<file path="config.mk">
export PLATFORM = sky130hd
export DESIGN_NAME = ram4k_reader
export DESIGN_NICKNAME = d
export VERILOG_FILES = /design/src/rtl/ram4k_pkg.sv /design/src/rtl/ram4k_reader_fifo.sv /design/src/rtl/ram4k_reader.sv
export SDC_FILE = /design/constraint.sdc
export NUM_CORES = 1
export LEC_CHECK = 0
export ABC_AREA = 1
export CORE_UTILIZATION = 50
export DETAILED_ROUTE_END_ITERATION = 10
export PLACE_DENSITY = 0.77
export SYNTH_ARGS = -nofsm -noshare
export SYNTH_HDL_FRONTEND = slang
export SYNTH_SLANG_ARGS = --single-unit
</file>
<file path="constraint.sdc">
create_clock -name clk -period 3.35 [get_ports clk]
set_input_delay 0.335 -clock clk [delete_from_list [all_inputs] [get_ports clk]]
set_output_delay 0.335 -clock clk [all_outputs]
set_load 0.005 [all_outputs]
</file>
<file path="src/rtl/ram4k_pkg.sv">
// rtl/ram4k_pkg.sv - shared constants and state type for the RAM4K burst reader
package ram4k_pkg;

    localparam int ADDR_W       = 12;
    localparam int DATA_W       = 16;
    localparam int RAM4K_DEPTH  = 4096;
    localparam int READ_LATENCY = 1;

    typedef enum logic [1:0] {
        ST_IDLE  = 2'd0,
        ST_RUN   = 2'd1,
        ST_DRAIN = 2'd2
    } reader_state_t;

endpackage

</file>
<file path="src/rtl/ram4k_reader_fifo.sv">
// rtl/ram4k_reader_fifo.sv - two-entry word buffer between the RAM read port and the stream
module ram4k_reader_fifo #(
    parameter int DATA_W = ram4k_pkg::DATA_W
) (
    input  logic              clk,
    input  logic              rst_n,
    input  logic              push,
    input  logic [DATA_W-1:0] din,
    input  logic              pop,
    output logic [DATA_W-1:0] dout,
    output logic              full,
    output logic              empty
);

    logic [DATA_W-1:0] mem0;
    logic [DATA_W-1:0] mem1;
    logic              wr_ptr;
    logic              rd_ptr;
    logic [1:0]        count;
    logic              do_push;
    logic              do_pop;

    assign full    = (count == 2'd2);
    assign empty   = (count == 2'd0);
    assign do_push = push && !full;
    assign do_pop  = pop && !empty;
    assign dout    = rd_ptr ? mem1 : mem0;

    // Storage is cleared on reset so the stream output reads zero while idle.
    always_ff @(posedge clk or negedge rst_n) begin
        if (!rst_n) begin
            mem0   <= '0;
            mem1   <= '0;
            wr_ptr <= 1'b0;
            rd_ptr <= 1'b0;
            count  <= 2'd0;
        end else begin
            if (do_push) begin
                if (wr_ptr) begin
                    mem1 <= din;
                end else begin
                    mem0 <= din;
                end
                wr_ptr <= ~wr_ptr;
            end
            if (do_pop) begin
                rd_ptr <= ~rd_ptr;
            end
            case ({do_push, do_pop})
                2'b10:   count <= count + 2'd1;
                2'b01:   count <= count - 2'd1;
                default: count <= count;
            endcase
        end
    end

endmodule

</file>
<file path="src/rtl/ram4k_reader.sv">
// rtl/ram4k_reader.sv - burst reader streaming consecutive RAM4K words with ready/valid flow control
module ram4k_reader #(
    parameter int ADDR_W = ram4k_pkg::ADDR_W,
    parameter int DATA_W = ram4k_pkg::DATA_W
) (
    input  logic              clk,
    input  logic              rst_n,
    input  logic              start,
    input  logic [ADDR_W-1:0] base_addr,
    input  logic [ADDR_W:0]   length,
    output logic              busy,
    output logic              done,
    output logic [ADDR_W-1:0] ram_address,
    output logic              ram_load,
    output logic [DATA_W-1:0] ram_in,
    input  logic [DATA_W-1:0] ram_out,
    output logic [DATA_W-1:0] data,
    output logic              data_valid,
    input  logic              data_ready,
    output logic              data_last
);

    import ram4k_pkg::reader_state_t;
    import ram4k_pkg::ST_IDLE;
    import ram4k_pkg::ST_RUN;
    import ram4k_pkg::ST_DRAIN;

    localparam logic [ADDR_W:0] ONE = (ADDR_W + 1)'(1);

    reader_state_t     state;
    reader_state_t     state_nxt;
    logic [ADDR_W-1:0] cur_addr;
    logic [ADDR_W-1:0] last_addr;
    logic [ADDR_W:0]   issue_left;
    logic [ADDR_W:0]   xfer_left;
    logic              inflight;
    logic              done_q;
    logic              done_nxt;
    logic              accept;
    logic              issue;
    logic              pop;
    logic [2:0]        occ;
    logic              fifo_full;
    logic              fifo_empty;

    assign data_valid  = !fifo_empty;
    assign pop         = data_valid && data_ready;
    assign data_last   = data_valid && (xfer_left == ONE);
    assign busy        = (state != ST_IDLE);
    assign done        = done_q;
    assign ram_load    = 1'b0;
    assign ram_in      = '0;
    assign ram_address = issue ? cur_addr : last_addr;

    // Occupancy after this cycle's pop plus the word on ram_out; keeping it under
    // two guarantees the buffer has room for every word already requested.
    assign occ = {1'b0, fifo_full, !fifo_full && !fifo_empty}
               + {2'b00, inflight} - {2'b00, pop};

    always_comb begin
        state_nxt = state;
        done_nxt  = 1'b0;
        accept    = 1'b0;
        issue     = 1'b0;
        case (state)
            ST_IDLE: begin
                if (start) begin
                    accept = 1'b1;
                    if (length == '0) begin
                        done_nxt = 1'b1;
                    end else begin
                        state_nxt = ST_RUN;
                    end
                end
            end
            ST_RUN: begin
                issue = (occ < 3'd2);
                if (issue && issue_left == ONE) begin
                    state_nxt = ST_DRAIN;
                end
            end
            ST_DRAIN: begin
                if (pop && xfer_left == ONE) begin
                    state_nxt = ST_IDLE;
                    done_nxt  = 1'b1;
                end
            end
            default: state_nxt = ST_IDLE;
        endcase
    end

    always_ff @(posedge clk or negedge rst_n) begin
        if (!rst_n) begin
            state      <= ST_IDLE;
            cur_addr   <= '0;
            last_addr  <= '0;
            issue_left <= '0;
            xfer_left  <= '0;
            inflight   <= 1'b0;
            done_q     <= 1'b0;
        end else begin
            state    <= state_nxt;
            inflight <= issue;
            done_q   <= done_nxt;
            if (accept) begin
                cur_addr   <= base_addr;
                issue_left <= length;
                xfer_left  <= length;
            end else begin
                if (issue) begin
                    cur_addr   <= cur_addr + ADDR_W'(1);
                    last_addr  <= cur_addr;
                    issue_left <= issue_left - ONE;
                end
                if (pop) begin
                    xfer_left <= xfer_left - ONE;
                end
            end
        end
    end

    ram4k_reader_fifo #(
        .DATA_W(DATA_W)
    ) u_fifo (
        .clk   (clk),
        .rst_n (rst_n),
        .push  (inflight),
        .din   (ram_out),
        .pop   (pop),
        .dout  (data),
        .full  (fifo_full),
        .empty (fifo_empty)
    );

endmodule

</file>
[Word-level counts from Yosys, hierarchy flattened]
Index checks and enable logic that the tools add are counted.
Cells by class
  add/sub/neg operators: 7
  multipliers: 0
  div/mod/pow operators: 0
  order comparisons: 1
  eq/ne operators: 11
  shifts and indexed selects: 0
  mux-type cells: 21
  bitwise logic cells: 2
  reductions and logical operators: 19
Operators by type and width (count)
  $mux W13: 4
  $mux W12: 3
  $eq A13 B1 Y1 const B: 2
  $sub A13 B1 Y13 const B: 2
  $mux W16: 1
  $logic_not A13 Y1: 1
  $add A12 B1 Y12 const B: 1
  $mux W2: 4
  $ne A2 B2 Y1 const B: 4
  $reduce_bool A2 Y1: 4
  $logic_and A1 B1 Y1: 7
  $eq A2 B2 Y1 const B: 3
  $mux W1: 6
  $pmux W2 S3: 1
  $eq A2 B1 Y1 const B: 2
  $logic_not A2 Y1: 2
  $pmux W2 S2: 1
  $reduce_and A2 Y1: 2
  $reduce_and A4 Y1: 1
  $add A2 B1 Y3: 1
  $lt A3 B2 Y1 const B: 1
  $sub A3 B1 Y3: 1
  $add A2 B1 Y2 const B: 1
  $logic_not A1 Y1: 2
  3 further kinds: 4
Storage, ports and cells
  register bits: 90
  latch bits: 0
  bits in writable memories: 0
  bits in read-only memories: 0
  output and inout bits: 49
  memories: 0

[Depth between registers and ports, before layout]
  word-level depth: 9
  mapped depth: 15
  depth with buffers taken out: 15

[By module]
From an unflattened synthesis, not the netlist that was laid out.
Second synthesis, totals
  cell total of the unflattened synthesis: 705
  area, all modules: 5226.3 sq um
By module, submodules not included
  ram4k_reader: times used 1, cells each 482, area an instance 3439.5 sq um, sequential area each 1351.3 sq um
  ram4k_reader_fifo: times used 1, cells each 223, area an instance 1786.7 sq um, sequential area each 900.9 sq um

[Worst setup path before layout]
OpenSTA, ideal clock, no wires.
  kind: register -> output
  start point: register u_fifo.count[0]
  end point: output ram_address[0]
  arrival: 1.839 ns
  slack: 1.176 ns
  stages on the path, launching flop included: 14
  path buffers: 1
  cell sequence: dfrtp_1 nor2_1 inv_1 nand2_1 inv_1 ha_1 inv_1 nand2_1 nand2_1 nand2_1 nand2_1 nand3_4 clkbuf_1 o21ai_0
On the way
  longest elaborated chain between the ends: 8
RTL lines
  start, declared: RTL line ram4k_reader_fifo.sv:19  | logic [1:0] count;
  start signal, assigned: RTL line ram4k_reader_fifo.sv:50  | 2'b10: count <= count + 2'd1;
  start signal, assigned: RTL line ram4k_reader_fifo.sv:51  | 2'b01: count <= count - 2'd1;
  start signal, assigned: RTL line ram4k_reader_fifo.sv:52  | default: count <= count;
  $logic_not A2 Y1 *: RTL line ram4k_reader_fifo.sv:24  | assign empty = (count == 2'd0);
  $logic_not A1 Y1 *: RTL line ram4k_reader.sv:46  | assign data_valid = !fifo_empty;
  net data_valid: RTL line ram4k_reader.sv:18  | output logic data_valid,
  $logic_and A1 B1 Y1: RTL line ram4k_reader.sv:57  | assign occ = {1'b0, fifo_full, !fifo_full && !fifo_empty}
  $add A2 B1 Y3: RTL line ram4k_reader.sv:58  | + {2'b00, inflight} - {2'b00, pop};
  $sub A3 B1 Y3 *: RTL line ram4k_reader.sv:58
  $lt A3 B2 Y1 *: RTL line ram4k_reader.sv:77  | issue = (occ < 3'd2);
  $mux W1 *: RTL line ram4k_reader.sv:65  | case (state)
  $mux W12 *
  end, declared: RTL line ram4k_reader.sv:13  | output logic [ADDR_W-1:0] ram_address,
Mark *: on every way through the listed nets, which the timed path passes. The rest lies on a longest branch.

[Final worst setup path]
  start point: register u_fifo.count[0]
  end point: output ram_address[10]
On the way
  longest elaborated chain between the ends: 8
RTL lines (RTL line)
  $eq A2 B2 Y1 or $logic_not A2 Y1 (tied branches): ram4k_reader_fifo.sv:23, ram4k_reader_fifo.sv:24
  $logic_not A1 Y1 (on tied branches): ram4k_reader.sv:57, ram4k_reader.sv:46
  $logic_and A1 B1 Y1: ram4k_reader.sv:57
  $add A2 B1 Y3: ram4k_reader.sv:58
  $sub A3 B1 Y3 *: ram4k_reader.sv:58
  $lt A3 B2 Y1 *: ram4k_reader.sv:77
  $mux W1 *: ram4k_reader.sv:65
  $mux W12 *
Every way passes the cells marked *; elsewhere a longest branch is shown, timed or not.

==> flow_summary_export.csv <==
group,metric,value,unit
timing,fmax,0.314,GHz
drt,antenna_left,0,
grt,grt_max_degree,67,
clocking,cts.path.max_buffers,2,
logic_synthesis,ys_ff_latch,90,
critical_path,cp_max_fo,6,
logic_synthesis,ys_types,31,
logic_synthesis,synth_area_leaders,"dfrtp_1 (45%), nand2_1 (19%), o21ai_0 (6.8%)",
logic_synthesis,synthTopCellsByCount,"nand2_1 (261), dfrtp_1 (90), inv_1 (69), o21ai_0 (69), nand3_1 (46)",
clocking,cts_tree,"yes",
placed_design,port_buffers,76,
timing,tns,0,ps
clocking,clk_pin_slew,90,ps
timing,worst_slew_pin_slew,1140,ps
timing,hold_viol,0,
logic_synthesis,synthesis.area,0.00506,sq mm
grt,grt_pass1_vias,4073,
grt,grt.overflow.total,0,
logic_synthesis,yosys.area_share.adder,0.0173,
clocking,clkSinkCount,90,
critical_path,startpoint_type,"flip-flop",
clocking,root_buffer,"clkbuf_8",
logic_synthesis,synth-xor-area-share,0.0242,
grt,antenna_found_initial,0,
clocking,cts_made_buffers,9,
timing,holdWs,83.7,ps
drt,dr.pass1.iters,5,
layout,seq_area,0.00225,sq mm
logic_synthesis,synth_top_family_by_area,"simple AND/OR/NAND/NOR gates",
logic_synthesis,yosys.area_share.simple,0.295,
timing,timing.final.crit_period,3180,ps
die,num_rows,36,
layout,post-route-cell-area,0.00624,sq mm
critical_path,crit_slowest_cell,"clkdlybuf4s50_1",
timing,slew_viol_final,0,
min_path,holdCritPathClass,"primary input to async pin",
die,core,0.00977,sq mm
critical_path,cpMostUsedCell,"inv_1",
drt,drt_drc_violations_left,0,
logic_synthesis,ys_seq_area_frac,0.445,
logic_synthesis,synth_mux_area_frac,0,
critical_path,path_cells,"nor2_1, inv_1, nand2_2, inv_1, ha_1, inv_1, nand2_1, nand2_2, nand2_1, nand2_4, nand3_4, o21ai_2, clkdlybuf4s50_1",
clocking,cts_hold_buf,0,
layout,multi_input_area,0.00245,sq mm
placed_design,dp_slack,213,ps
critical_path,ff2ff_path_depth,17,
critical_path,endpoint,"ram_address[10]",
outcome,outcome,"complete, no violations",
critical_path,critical_path_class,"flip-flop to output pin",
drt,wl,11.9,mm
die,die_y,103,microns
logic_synthesis,avgSynthCellArea,7.37,sq um
critical_path,cp_num_cells,13,
logic_synthesis,syn_inst,687,
clocking,htreeDepth,3,
timing,worst_clock_skew,5.63,ps
drt,drtIter0Drc,264,
timing,setup_slack,169,ps
logic_synthesis,yosysMostFrequentCell,"nand2_1",
layout,antenna_cells,0,
power_and_ir_drop,leakage,3.11,nW
drt,via_per_inst,5.09,
logic_synthesis,synth_top_area_share,0.445,
critical_path,worstReg2RegStart,"u_fifo.count[0]$_DFFE_PN0P_",
layout,area_growth_syn_to_layout,23.3,%
critical_path,cp.buffers_inverters,4,
critical_path,required,3010,ps
critical_path,r2r_slack,560,ps
layout,n_fill_cell,898,
placed_design,post_dp_cell_area,0.00585,sq mm
critical_path,crit_start,"u_fifo.count[0]$_DFFE_PN0P_",
layout,final_nets,822,
critical_path,slowest_delay,520,ps
grt,grt_pass1_wl,18.5,mm
logic_synthesis,synthArstFlopShare,1.00,
logic_synthesis,synth_edf_count,0,
logic_synthesis,ys.flop_type,"dfrtp_1",
logic_synthesis,synth_compound_area_frac,0.111,
power_and_ir_drop,peakVddDrop,0.531,mV
critical_path,critPathCaptureType,"output pin",
die,dieArea,0.0105,sq mm
layout,drive_above_1_share,0.0929,
power_and_ir_drop,p_per_area,1010,mW/mm^2
die,initial_utilization,0.518,
timing,max_slew_margin,0.235,
critical_path,r2r-end,"issue_left[3]$_DFFE_PN0P_",
timing,period_share,0.950,
critical_path,arrival,2850,ps
logic_synthesis,yosysTopAreaCell,"dfrtp_1",
placed_design,gp_congestion,0.894,
grt,globalRouteTotalUtil,0.225,
clocking,clock_latency,350,ps
run,maxCapViolCount,0,
critical_path,crit_family,"simple AND/OR/NAND/NOR gates",
logic_synthesis,yosysWarningCount,0,
die,die_w,103,microns
drt,wl_per_cell,13.1,microns
die,pin_count,94,
drt,via_count,4621,
placed_design,dp_hpwl,8.05,mm
timing,rsz0062_at_grt,"no",
timing,finalSetupViolCount,0,
-- logic make-up (layout without fill, tap and decap cells) --
family                   count (synthesis)  count (layout)
AND/OR/NAND/NOR                        367             371
buffers and inverters                  112             180
AO/OA/AOI/OAI                           96              96
flip-flops                              90              90
XOR/XNOR                                14              14
adder cells (fa/ha/maj)                  7               7
other                                    1              17
-- state kept, by name, indices dropped and copies added, names as in the netlist --
signal         count
u_fifo.mem0       16
u_fifo.mem1       16
issue_left        13
xfer_left         13
cur_addr          12
last_addr         12
state              2
u_fifo.count       2
done               1
inflight           1
u_fifo.rd_ptr      1
u_fifo.wr_ptr      1
-- placed cells by master, fill, tap and decap left out --
| cell type | n |
|---|---|
| a21oi_1 | 2 |
| a31oi_1 | 1 |
| buf_4 | 16 |
| bufinv_16 | 2 |
| clkbuf_8 | 9 |
| clkdlybuf4s50_1 | 75 |
| clkinv_1 | 2 |
| clkinvlp_4 | 3 |
| conb_1 | 17 |
| dfrtp_1 | 89 |
| dfrtp_2 | 1 |
| ha_1 | 7 |
| inv_1 | 69 |
| inv_2 | 2 |
| inv_6 | 2 |
| nand2_1 | 256 |
| nand2_2 | 6 |
| nand2_4 | 1 |
| nand3_1 | 45 |
| nand3_4 | 6 |
| nand3b_1 | 3 |
| nand4_1 | 5 |
| nor2_1 | 41 |
| nor2_2 | 2 |
| nor3_1 | 3 |
| nor4_1 | 1 |
| o211ai_1 | 6 |
| o21ai_0 | 57 |
| o21ai_1 | 7 |
| o21ai_2 | 21 |
| o221ai_1 | 1 |
| o31ai_1 | 1 |
| or2_1 | 1 |
| or2_2 | 1 |
| xnor2_1 | 3 |
| xor2_1 | 11 |
-- stage by stage --
stage	std cells	util	total power [mW]
floorplan	703	-	4.06
global placement	882	0.598	4.95
detailed placement	882	0.598	5.10
CTS	898	0.621	5.93
global route	908	0.638	6.88
finish	908	0.638	6.30
-- worst register-to-register path, cell delays in order, from the launching register on --
cell	delay (ps)
dfrtp_2	440
nor2_1	100
inv_1	80
nand2_2	100
inv_1	80
ha_1	290
inv_1	80
nand2_1	60
nand2_2	90
nand2_1	90
nand2_4	180
nand3_4	180
buf_4	240
buf_4	140
nand2_2	50
buf_4	290
nand2_1	100
o21ai_0	100
-- how the worst min path moves through the flow --
stage / start / to / slack (ps) / depth (start not counted)
floorplan: rst_n / cur_addr[0]$_DFFE_PN0P_ / 40 / 0
global placement: last_addr[11]$_DFFE_PN0N_ / last_addr[11]$_DFFE_PN0N_ / 460 / 2
detailed placement: last_addr[5]$_DFFE_PN0N_ / last_addr[5]$_DFFE_PN0N_ / 470 / 2
CTS: rst_n / xfer_left[11]$_DFFE_PN0P_ / 110 / 1
global route: rst_n / issue_left[4]$_DFFE_PN0P_ / 150 / 1
finish: rst_n / u_fifo.mem0[6]$_DFFE_PN0P_ / 80 / 1
-- cell type report --
type / count / area share
flip-flops and latches: 90 / 0.361
well taps: 133 / 0.0267
inverters: 73 / 0.0439
clock buffers: 9 / 0.0199
clock inverters: 7 / 0.0160
multi-input cells: 505 / 0.393
repair buffers: 91 / 0.140
-- routing by layer --
layer	vias to the layer above	part of all wire	track usage
li1	2306	-	-
met1	2156	0.45	0.297
met2	142	0.49	0.385
met3	17	0.045	0.0312
met4	0	0.017	0.0659
met5	-	0	0
-- power breakdown --
part	internal, mW	total [mW]	switching [mW]	leakage [nW]
clock	0.425	0.820	0.394	0.102
combinational	1.51	3.55	2.03	1.88
sequential	1.60	1.93	0.333	1.12
-- repair_timing --
action	4_1_cts	5_1_grt
setup buffers	0	6
gates resized for setup	0	30
endpoints found under the setup margin	0	12
Note: power is estimated with default switching activity, not from simulation.
